===== src/rtl/endec_frame_loader.sv =====
// endec_frame_loader: byte-serial loader assembling encoder/decoder frames, launching the codec and carrying encoder state between frames.
// Ports: sys_clk/rst (async active-low) | i_mode, i_code_rate latched on the first byte
//   | i_byte_data/i_byte_valid/o_byte_ready byte intake | i_flush pad-and-launch | i_stream_clear zero carried state
//   | o_en, o_code_rate, o_encoder_data_frame, o_decoder_data_frame codec side | i_encoder_done/i_decoder_done
//   | o_prv_encoder_state carried state | o_busy, o_error status.
// Build option: define FRAME_LOADER_TIMEOUT_EN to add the RUN watchdog (TIMEOUT_CYCLES); otherwise o_error is 0.
// MAX_STATE_REG_NUM sets the carried state width (6 if not defined elsewhere).
`ifndef MAX_STATE_REG_NUM
`define MAX_STATE_REG_NUM 6
`endif
module endec_frame_loader #(
  parameter int TIMEOUT_CYCLES = 1024
) (
  input  logic                            sys_clk,
  input  logic                            rst,
  input  logic                            i_mode,
  input  logic                            i_code_rate,
  input  logic [7:0]                      i_byte_data,
  input  logic                            i_byte_valid,
  output logic                            o_byte_ready,
  input  logic                            i_flush,
  input  logic                            i_stream_clear,
  output logic                            o_en,
  output logic                            o_code_rate,
  output logic [127:0]                    o_encoder_data_frame,
  output logic [383:0]                    o_decoder_data_frame,
  output logic [`MAX_STATE_REG_NUM-1:0]   o_prv_encoder_state,
  input  logic                            i_encoder_done,
  input  logic                            i_decoder_done,
  output logic                            o_busy,
  output logic                            o_error
);
  typedef enum logic [1:0] {IDLE, FILL, RUN, DONE} state_t;
  state_t     state;
  logic       mode;
  logic [5:0] cnt;
  logic [5:0] cnt_nx;
  logic [5:0] target;
  logic       sel_mode;
  logic       done_hit;
  logic       timeout;
  logic       to_hit;
  assign cnt_nx   = cnt + 6'd1;
  assign target   = mode ? (o_code_rate ? 6'd48 : 6'd32) : 6'd16;
  assign sel_mode = (state == IDLE) ? i_mode : mode;
  assign done_hit = mode ? i_decoder_done : i_encoder_done;
`ifdef FRAME_LOADER_TIMEOUT_EN
  logic [31:0] tcnt;
  assign timeout = (state == RUN) && (tcnt == 32'(TIMEOUT_CYCLES - 1));
  always_ff @(posedge sys_clk or negedge rst) begin
    if (!rst) begin
      tcnt    <= '0;
      o_error <= 1'b0;
      to_hit  <= 1'b0;
    end else begin
      tcnt <= (state == RUN) ? tcnt + 32'd1 : '0;
      if (timeout) begin
        o_error <= 1'b1;
        to_hit  <= 1'b1;
      end else if (state == DONE) begin
        to_hit <= 1'b0;
      end
    end
  end
`else
  assign timeout = 1'b0;
  assign to_hit  = 1'b0;
  assign o_error = 1'b0;
`endif
  always_ff @(posedge sys_clk or negedge rst) begin
    if (!rst) begin
      state                <= IDLE;
      mode                 <= 1'b0;
      cnt                  <= '0;
      o_en                 <= 1'b0;
      o_code_rate          <= 1'b0;
      o_encoder_data_frame <= '0;
      o_decoder_data_frame <= '0;
      o_prv_encoder_state  <= '0;
      o_busy               <= 1'b0;
      o_byte_ready         <= 1'b0;
    end else begin
      o_byte_ready <= (state == IDLE) || (state == FILL);
      case (state)
        IDLE, FILL: begin
          if (i_byte_valid) begin
            if (sel_mode) o_decoder_data_frame[{cnt, 3'b000} +: 8] <= i_byte_data;
            else o_encoder_data_frame[{cnt[3:0], 3'b000} +: 8] <= i_byte_data;
            cnt <= cnt_nx;
          end
          if (state == IDLE) begin
            if (i_byte_valid) begin
              mode        <= i_mode;
              o_code_rate <= i_code_rate;
              state       <= FILL;
              o_busy      <= 1'b1;
            end
          end else if (i_flush || (i_byte_valid && cnt_nx == target)) begin
            // flush in FILL always has at least the first byte held
            state        <= RUN;
            o_en         <= 1'b1;
            o_byte_ready <= 1'b0;
          end
        end
        RUN: begin
          o_byte_ready <= 1'b0;
          if (done_hit || timeout) begin
            state <= DONE;
            o_en  <= 1'b0;
          end
        end
        default: begin
          state                <= IDLE;
          cnt                  <= '0;
          o_busy               <= 1'b0;
          o_byte_ready         <= 1'b1;
          o_encoder_data_frame <= '0;
          o_decoder_data_frame <= '0;
          if (!mode && !to_hit)
            o_prv_encoder_state <= o_encoder_data_frame[127 -: `MAX_STATE_REG_NUM];
        end
      endcase
      // stream clear wins over the DONE carry-over update
      if (i_stream_clear) o_prv_encoder_state <= '0;
    end
  end
endmodule


===== config.mk =====
export PLATFORM = sky130hd
export DESIGN_NAME = endec_frame_loader
export DESIGN_NICKNAME = d
export VERILOG_FILES = /design/src/rtl/endec_frame_loader.sv
export SDC_FILE = /design/constraint.sdc
export NUM_CORES = 1
export LEC_CHECK = 0
export ABC_AREA = 1
export ABC_CLOCK_PERIOD_IN_PS = 2550
export CAP_MARGIN = 20
export CORE_MARGIN = 1
export CORE_UTILIZATION = 45
export DETAILED_ROUTE_END_ITERATION = 10
export PLACE_DENSITY = 0.88
export SETUP_SLACK_MARGIN = 0.05
export SLEW_MARGIN = 20
export SYNTH_ARGS = -nofsm -noshare
export SYNTH_HDL_FRONTEND = slang
export SYNTH_SLANG_ARGS = --single-unit

===== constraint.sdc =====
create_clock -name sys_clk -period 2.55 [get_ports sys_clk]
set_input_delay 0.51 -clock sys_clk [delete_from_list [all_inputs] [get_ports sys_clk]]
set_output_delay 0.51 -clock sys_clk [all_outputs]
set_load 0.005 [all_outputs]

# --- After elaboration in Yosys (flattened, before gate mapping) ---
# Cells that the tools add are included.
op_classes:
  mux: 32
  reduce_logical: 15
  n_bitwise: 1
  addsub: 3
  shift: 4
  n_eq_ne: 14
ops:
  columns: ["operator", "n"]
  rows:
  - ["2-to-1 mux 384 bit", 2]
  - ["case mux 384 bit (2 select lines)", 1]
  - ["bitwise mux 384 bit", 1]
  - ["variable shift 8 x 11 -> 384 bit (first input constant)", 1]
  - ["indexed part select 8 x 11 -> 384 bit", 1]
  - ["2-to-1 mux 128 bit", 2]
  - ["case mux 128 bit (2 select lines)", 1]
  - ["bitwise mux 128 bit", 1]
  - ["variable shift 8 x 9 -> 128 bit (first input constant)", 1]
  - ["indexed part select 8 x 9 -> 128 bit", 1]
  - ["2-to-1 mux 6 bit", 5]
  - ["!= test 2 bit (second input constant)", 8]
  - ["AND reduction 3 bit", 5]
  - ["case mux 6 bit (2 select lines)", 1]
  - ["negator 9 -> 11 bit", 1]
  - ["2-to-1 mux 1 bit", 9]
  - ["negator 7 -> 9 bit", 1]
  - ["2-to-1 mux 2 bit", 4]
  - ["adder 6 x 1 -> 6 bit (second input constant)", 1]
  - ["== test 6 bit", 1]
  - ["!= test 3 bit (second input constant)", 2]
  - ["case mux 1 bit (2 select lines)", 3]
  - ["2-to-1 mux 5 bit", 1]
  - ["case mux 2 bit (2 select lines)", 1]
  - ["12 further kinds", 14]
totals:
  register_bits: 531
  output_inout_bits: 523
  inputBits: 17
  elab_cells: 79

# --- Depth between registers and ports, before layout ---
logic_depth:
  depth_word: 8
  mapped_depth: 15
  ltp_nobuf: 13

# --- Worst setup path before layout ---
# OpenSTA, ideal clock, no wires.
synth_path:
  path_kind: "register to register"
  from: "register cnt[0]"
  to: "register o_encoder_data_frame[62]"
  path_slack_ns: 0.133
  path_buffers: 3
  stages_incl_launch_ff: 13
  setup_ns: 0.083
  period_less_slack_ns: 2.417
  t_arrival_ns: 2.334
  required_ns: 2.467
  cell_sequence: "dfrtp_1 buf_4 inv_2 ha_1 clkbuf_1 nor2_2 nand2_1 nor2_2 nand2_1 a21oi_4 buf_6 nand3b_1 o21ai_0"
synth_between:
  elab_chain_cells: 6
  word_cells_on_any_way: 7
  cone_classes: "add/sub (1); shift (2); mux (4)"
synth_lines:
  columns: ["element", "line_no", "rtl"]
  rows:
  - ["start, declared", "36", "logic [5:0] cnt;"]
  - ["start signal, assigned", "89", "cnt <= cnt_nx;"]
  - ["negator 7 -> 9 bit *", "88", "else o_encoder_data_frame[{cnt[3:0], 3'b000} +: 8] <= i_byte_data;"]
  - ["indexed part select 8 x 9 -> 128 bit / variable shift 8 x 9 -> 128 bit (equally long branches)", "88", null]
  - ["bitwise mux 128 bit *", "88", null]
  - ["2-to-1 mux 128 bit *", "87", "if (sel_mode) o_decoder_data_frame[{cnt, 3'b000} +: 8] <= i_byte_data;"]
  - ["2-to-1 mux 128 bit *", "86", "if (i_byte_valid) begin"]
  - ["case mux 128 bit (2 select lines) *", "84", "case (state)"]
  - ["end signal, assigned by index", "88", null]
  - ["end, declared", "25", "output logic [127:0] o_encoder_data_frame,"]
# Every way passes the cells marked *; elsewhere a longest branch is shown, timed or not. The select of a mux whose other input is x is not followed.
# A chain may end at the register's enable or synchronous reset.

# --- Final worst setup path ---
layout_path:
  from: "register cnt[1]"
  to: "register o_decoder_data_frame[16]"
layout_between:
  elab_chain_cells: 6
  word_cells_on_any_way: 7
  cone_classes: "add/sub (1); shift (2); mux (4)"
layout_lines:
  columns: ["element", "line_no", "rtl"]
  rows:
  - ["negator 9 -> 11 bit *", "87", null]
  - ["indexed part select 8 x 11 -> 384 bit / variable shift 8 x 11 -> 384 bit (equally long branches)", "87", null]
  - ["bitwise mux 384 bit *", "87", null]
  - ["2-to-1 mux 384 bit *", "87", null]
  - ["2-to-1 mux 384 bit *", "86", null]
  - ["case mux 384 bit (2 select lines) *", "84", null]
  - ["end signal, assigned by index", "87", null]
  - ["end, declared", "26", "output logic [383:0] o_decoder_data_frame,"]
# Marked as above.

==> results.json <==
{
  "grt.total_usage": 0.334,
  "synth_nets": 2411,
  "htreeDepth": 2,
  "min_period_over_period": 0.959,
  "syn_inst": 2386,
  "power_uw": 28900,
  "layout_setup_ws_ns": 0.106,
  "drt_iter0_drc": 2012,
  "min_path_type": "reg -> reg",
  "clk_pin_slew_ns": 0.06,
  "place_area_um2": 29200,
  "worst_ir_drop_vdd_mv": 0.870,
  "slew_headroom": 0.594,
  "ys.flop_type": "dfrtp_1",
  "seq_area_frac_synth": 0.605,
  "initial_utilization": 0.458,
  "die_x_um": 223,
  "rows": 80,
  "cts_buffer_depth": 3,
  "critical_path_arrival_ns": 2.91,
  "wl_um": 85200,
  "grt_pass1_vias": 20700,
  "seqCellArea_um2": 13300,
  "avgSynthCellArea_um2": 9.21,
  "synth-async-reset-ratio": 1.00,
  "worst_pin_slew_ns": 0.608,
  "syn2layout_area_growth_pct": 42.4,
  "num_antenna_cells": 0,
  "grt_max_degree": 218,
  "ant_nets": 0,
  "synth-seq-cells": 531,
  "cp_slowest_stage_delay_ns": 0.37,
  "skew_ns": 0.0142,
  "drc": 0,
  "hold_viol_final": 0,
  "r2r_setup_slack_ns": 0.11,
  "final-max-slew-violation-count": 0,
  "fmax_mhz": 409,
  "clkLatencyLatePin_ns": 0.60,
  "syn_area_um2": 22000,
  "pin_count": 540,
  "cts_root_buffer": "clkbuf_16",
  "leakage_uw": 0.0144,
  "fin_crit_ns": 2.44,
  "via_count": 21400,
  "fin_nets": 3057,
  "required_ns": 3.01,
  "grt_pass1_wl_um": 126000,
  "first_pass_iters": 6,
  "utilization": 0.653,
  "critPathSlowestCell": "dfrtp_1",
  "rsz0062_at_grt": "yes",
  "grt.overflow.total": 0,
  "cp_cell_sequence": "inv_1 -> ha_2 -> inv_1 -> nor2_2 -> nand2_1 -> nand2_1 -> nand2_2 -> buf_4 -> nor2_1 -> nand2_2 -> nand3_1 -> o21ai_0",
  "place.gp.congestion": 0.915,
  "critPathBufInv": 3,
  "cts_made_buffers": 53,
  "avgViaCountPerCell": 5.80,
  "port_buffers": 538,
  "fp.dieH_um": 223,
  "synth_edf_count": 0,
  "dieArea_um2": 49700,
  "cts.sinks": 531,
  "drv_cap": 0,
  "path_class": "reg -> reg",
  "core-area_um2": 47900,
  "powerDensity_nw_per_um2": 924,
  "dpl.hpwl_um": 60800,
  "crit_path_start_kind": "register",
  "drive_gt1_frac": 0.116,
  "cts_tree": "built",
  "synth_cell_types": 39,
  "antenna_found_initial": 0,
  "critPathMaxFanout": 16,
  "setup_viol": 0,
  "yosysWarnings": 0,
  "whs_ns": 0.474,
  "fill_cells": 3484,
  "status": "finished, final reports clean",
  "wl_per_cell_um": 23.1,
  "endpoint_kind": "register",
  "design_area_um2": 31300,
  "place_worst_setup_slack_ns": -0.173,
  "multi_input_area_um2": 7780,
  "crit_family": "simple AND/OR/NAND/NOR gates"
}
worst paths after layout:
kind                            cells past startpoint                       from                         to
min in group asynchronous                           2                        rst  o_decoder_data_frame[133]
worst min register to register                      2  o_encoder_data_frame[118]  o_encoder_data_frame[118]
max in group asynchronous                           3                        rst   o_decoder_data_frame[14]
worst max register to register                     12                     cnt[1]   o_decoder_data_frame[16]
worst min-delay path                                2  o_encoder_data_frame[118]  o_encoder_data_frame[118]
worst max-delay path                               12                     cnt[1]   o_decoder_data_frame[16]
where the power goes:
part	internal (uW)	switching, uW	leakage [uW]
sequential	9050	451	0.00739
combinational	3670	7720	0.00610
clock	4670	3370	0.000872
total	17400	11500	0.0144
kinds of logic after synthesis:
logic type | synth area share
other | 0.000171
AO/OA/AOI/OAI | 0.0893
AND/OR/NAND/NOR | 0.253
XOR/XNOR | 0.000399
multiplexers | 0.000512
flip-flops | 0.605
buffers and inverters | 0.0478
adder cells (fa/ha/maj) | 0.00455
timing repair:
| item | in CTS | in global routing |
|---|---|---|
| gates cloned | 0 | 2 |
| pin swaps | 0 | 6 |
| buffers inserted | 0 | 11 |
| hold endpoints to repair | 39 | 0 |
| setup endpoints to repair | 34 | 352 |
| resized for setup | 6 | 40 |
| hold buffers | 1 | 0 |
synthesized netlist by cell type (4+ instances only):
library cell  instances  area share
nand2_1             560       0.096
dfrtp_1             531        0.60
nand3_1             468        0.11
o21ai_0             321       0.073
inv_1               113       0.019
nor2_1               99       0.017
buf_2                41      0.0093
clkbuf_1             36      0.0061
o22ai_1              29      0.0083
buf_1                23      0.0039
nand4_1              20      0.0057
nor2_2               20      0.0057
o21ai_1              17      0.0039
nand2_2              13      0.0037
inv_2                10      0.0017
nand3_2               9      0.0041
nand3b_1              9      0.0031
buf_4                 8      0.0027
ha_1                  8      0.0046
buf_6                 7      0.0036
nor2_4                7      0.0036
nor3_1                6      0.0014
nor3_2                6      0.0027
a21oi_1               5      0.0011
a21oi_2               4      0.0016
layer usage:
metal | global-route usage | share of wire | vias up
met5 | 0 | 0 | -
met4 | 0.189 | 0.062 | 0
met3 | 0.0832 | 0.10 | 310
met2 | 0.531 | 0.46 | 1373
met1 | 0.417 | 0.37 | 10400
li1 | - | - | 9308
tightest hold or removal path, cell delays in order (launching register included):
cell and delay [ns]:
dfrtp_1 0.35, nand2_1 0.05, nand2_1 0.04
cell usage in the layout (no fill, tap or decap), types with 2 or more instances in the layout:
cell type        Yosys  routed
nand3_1            468     467
nand3_4              0       4
nand2_4              0       3
clkinv_2             1       8
bufinv_16            0       4
nor2_1              99      89
nand3_2              9       6
nand4_1             20      20
dfrtp_1            531     531
nor2_2              20      27
nor3_1               6       5
o21ai_2              0       5
nand3b_1             9       9
inv_1              113     110
clkbuf_8             0      10
clkdlybuf4s50_1      0     537
buf_12               0      37
nor2_4               7      10
o22ai_1             29      29
nand2_1            560     556
o21ai_0            321     320
inv_4                1       5
buf_8                0       2
buf_4                8     125
clkbuf_16            0      56
clkinvlp_4           0       4
inv_6                0       4
a21oi_1              5       4
clkbuf_1            36      17
ha_1                 8       6
o21ai_1             17      13
nor3_2               6       7
a21oi_2              4       5
inv_2               10       8
nand2_2             13      14
metrics by stage:
stage	std cells	setup TNS, ns
after floorplan	2386	0
after detailed placement	3578	-7.78
final	3691	0
after global routing	3691	-0.0262
after CTS	3678	0
after global placement	3578	-2.59
sequential cells by signal, summed over array words and instances (netlist names):
signal	count
o_encoder_data_frame	128
o_byte_ready	1
o_code_rate	1
cnt	6
state	2
o_busy	1
mode	1
o_prv_encoder_state	6
o_decoder_data_frame	384
o_en	1
area by class of cell:
type | count | area share
Timing Repair Buffer | 705 | 0.229
Timing Repair inverter | 1 | 0.000160
Sequential cell | 531 | 0.425
Multi-Input combinational cell | 1612 | 0.249
Inverter | 128 | 0.0162
Clock inverter | 17 | 0.00656
Clock buffer | 82 | 0.0504
Tap cell | 615 | 0.0246
Note: power is estimated with default switching activity, not from simulation.
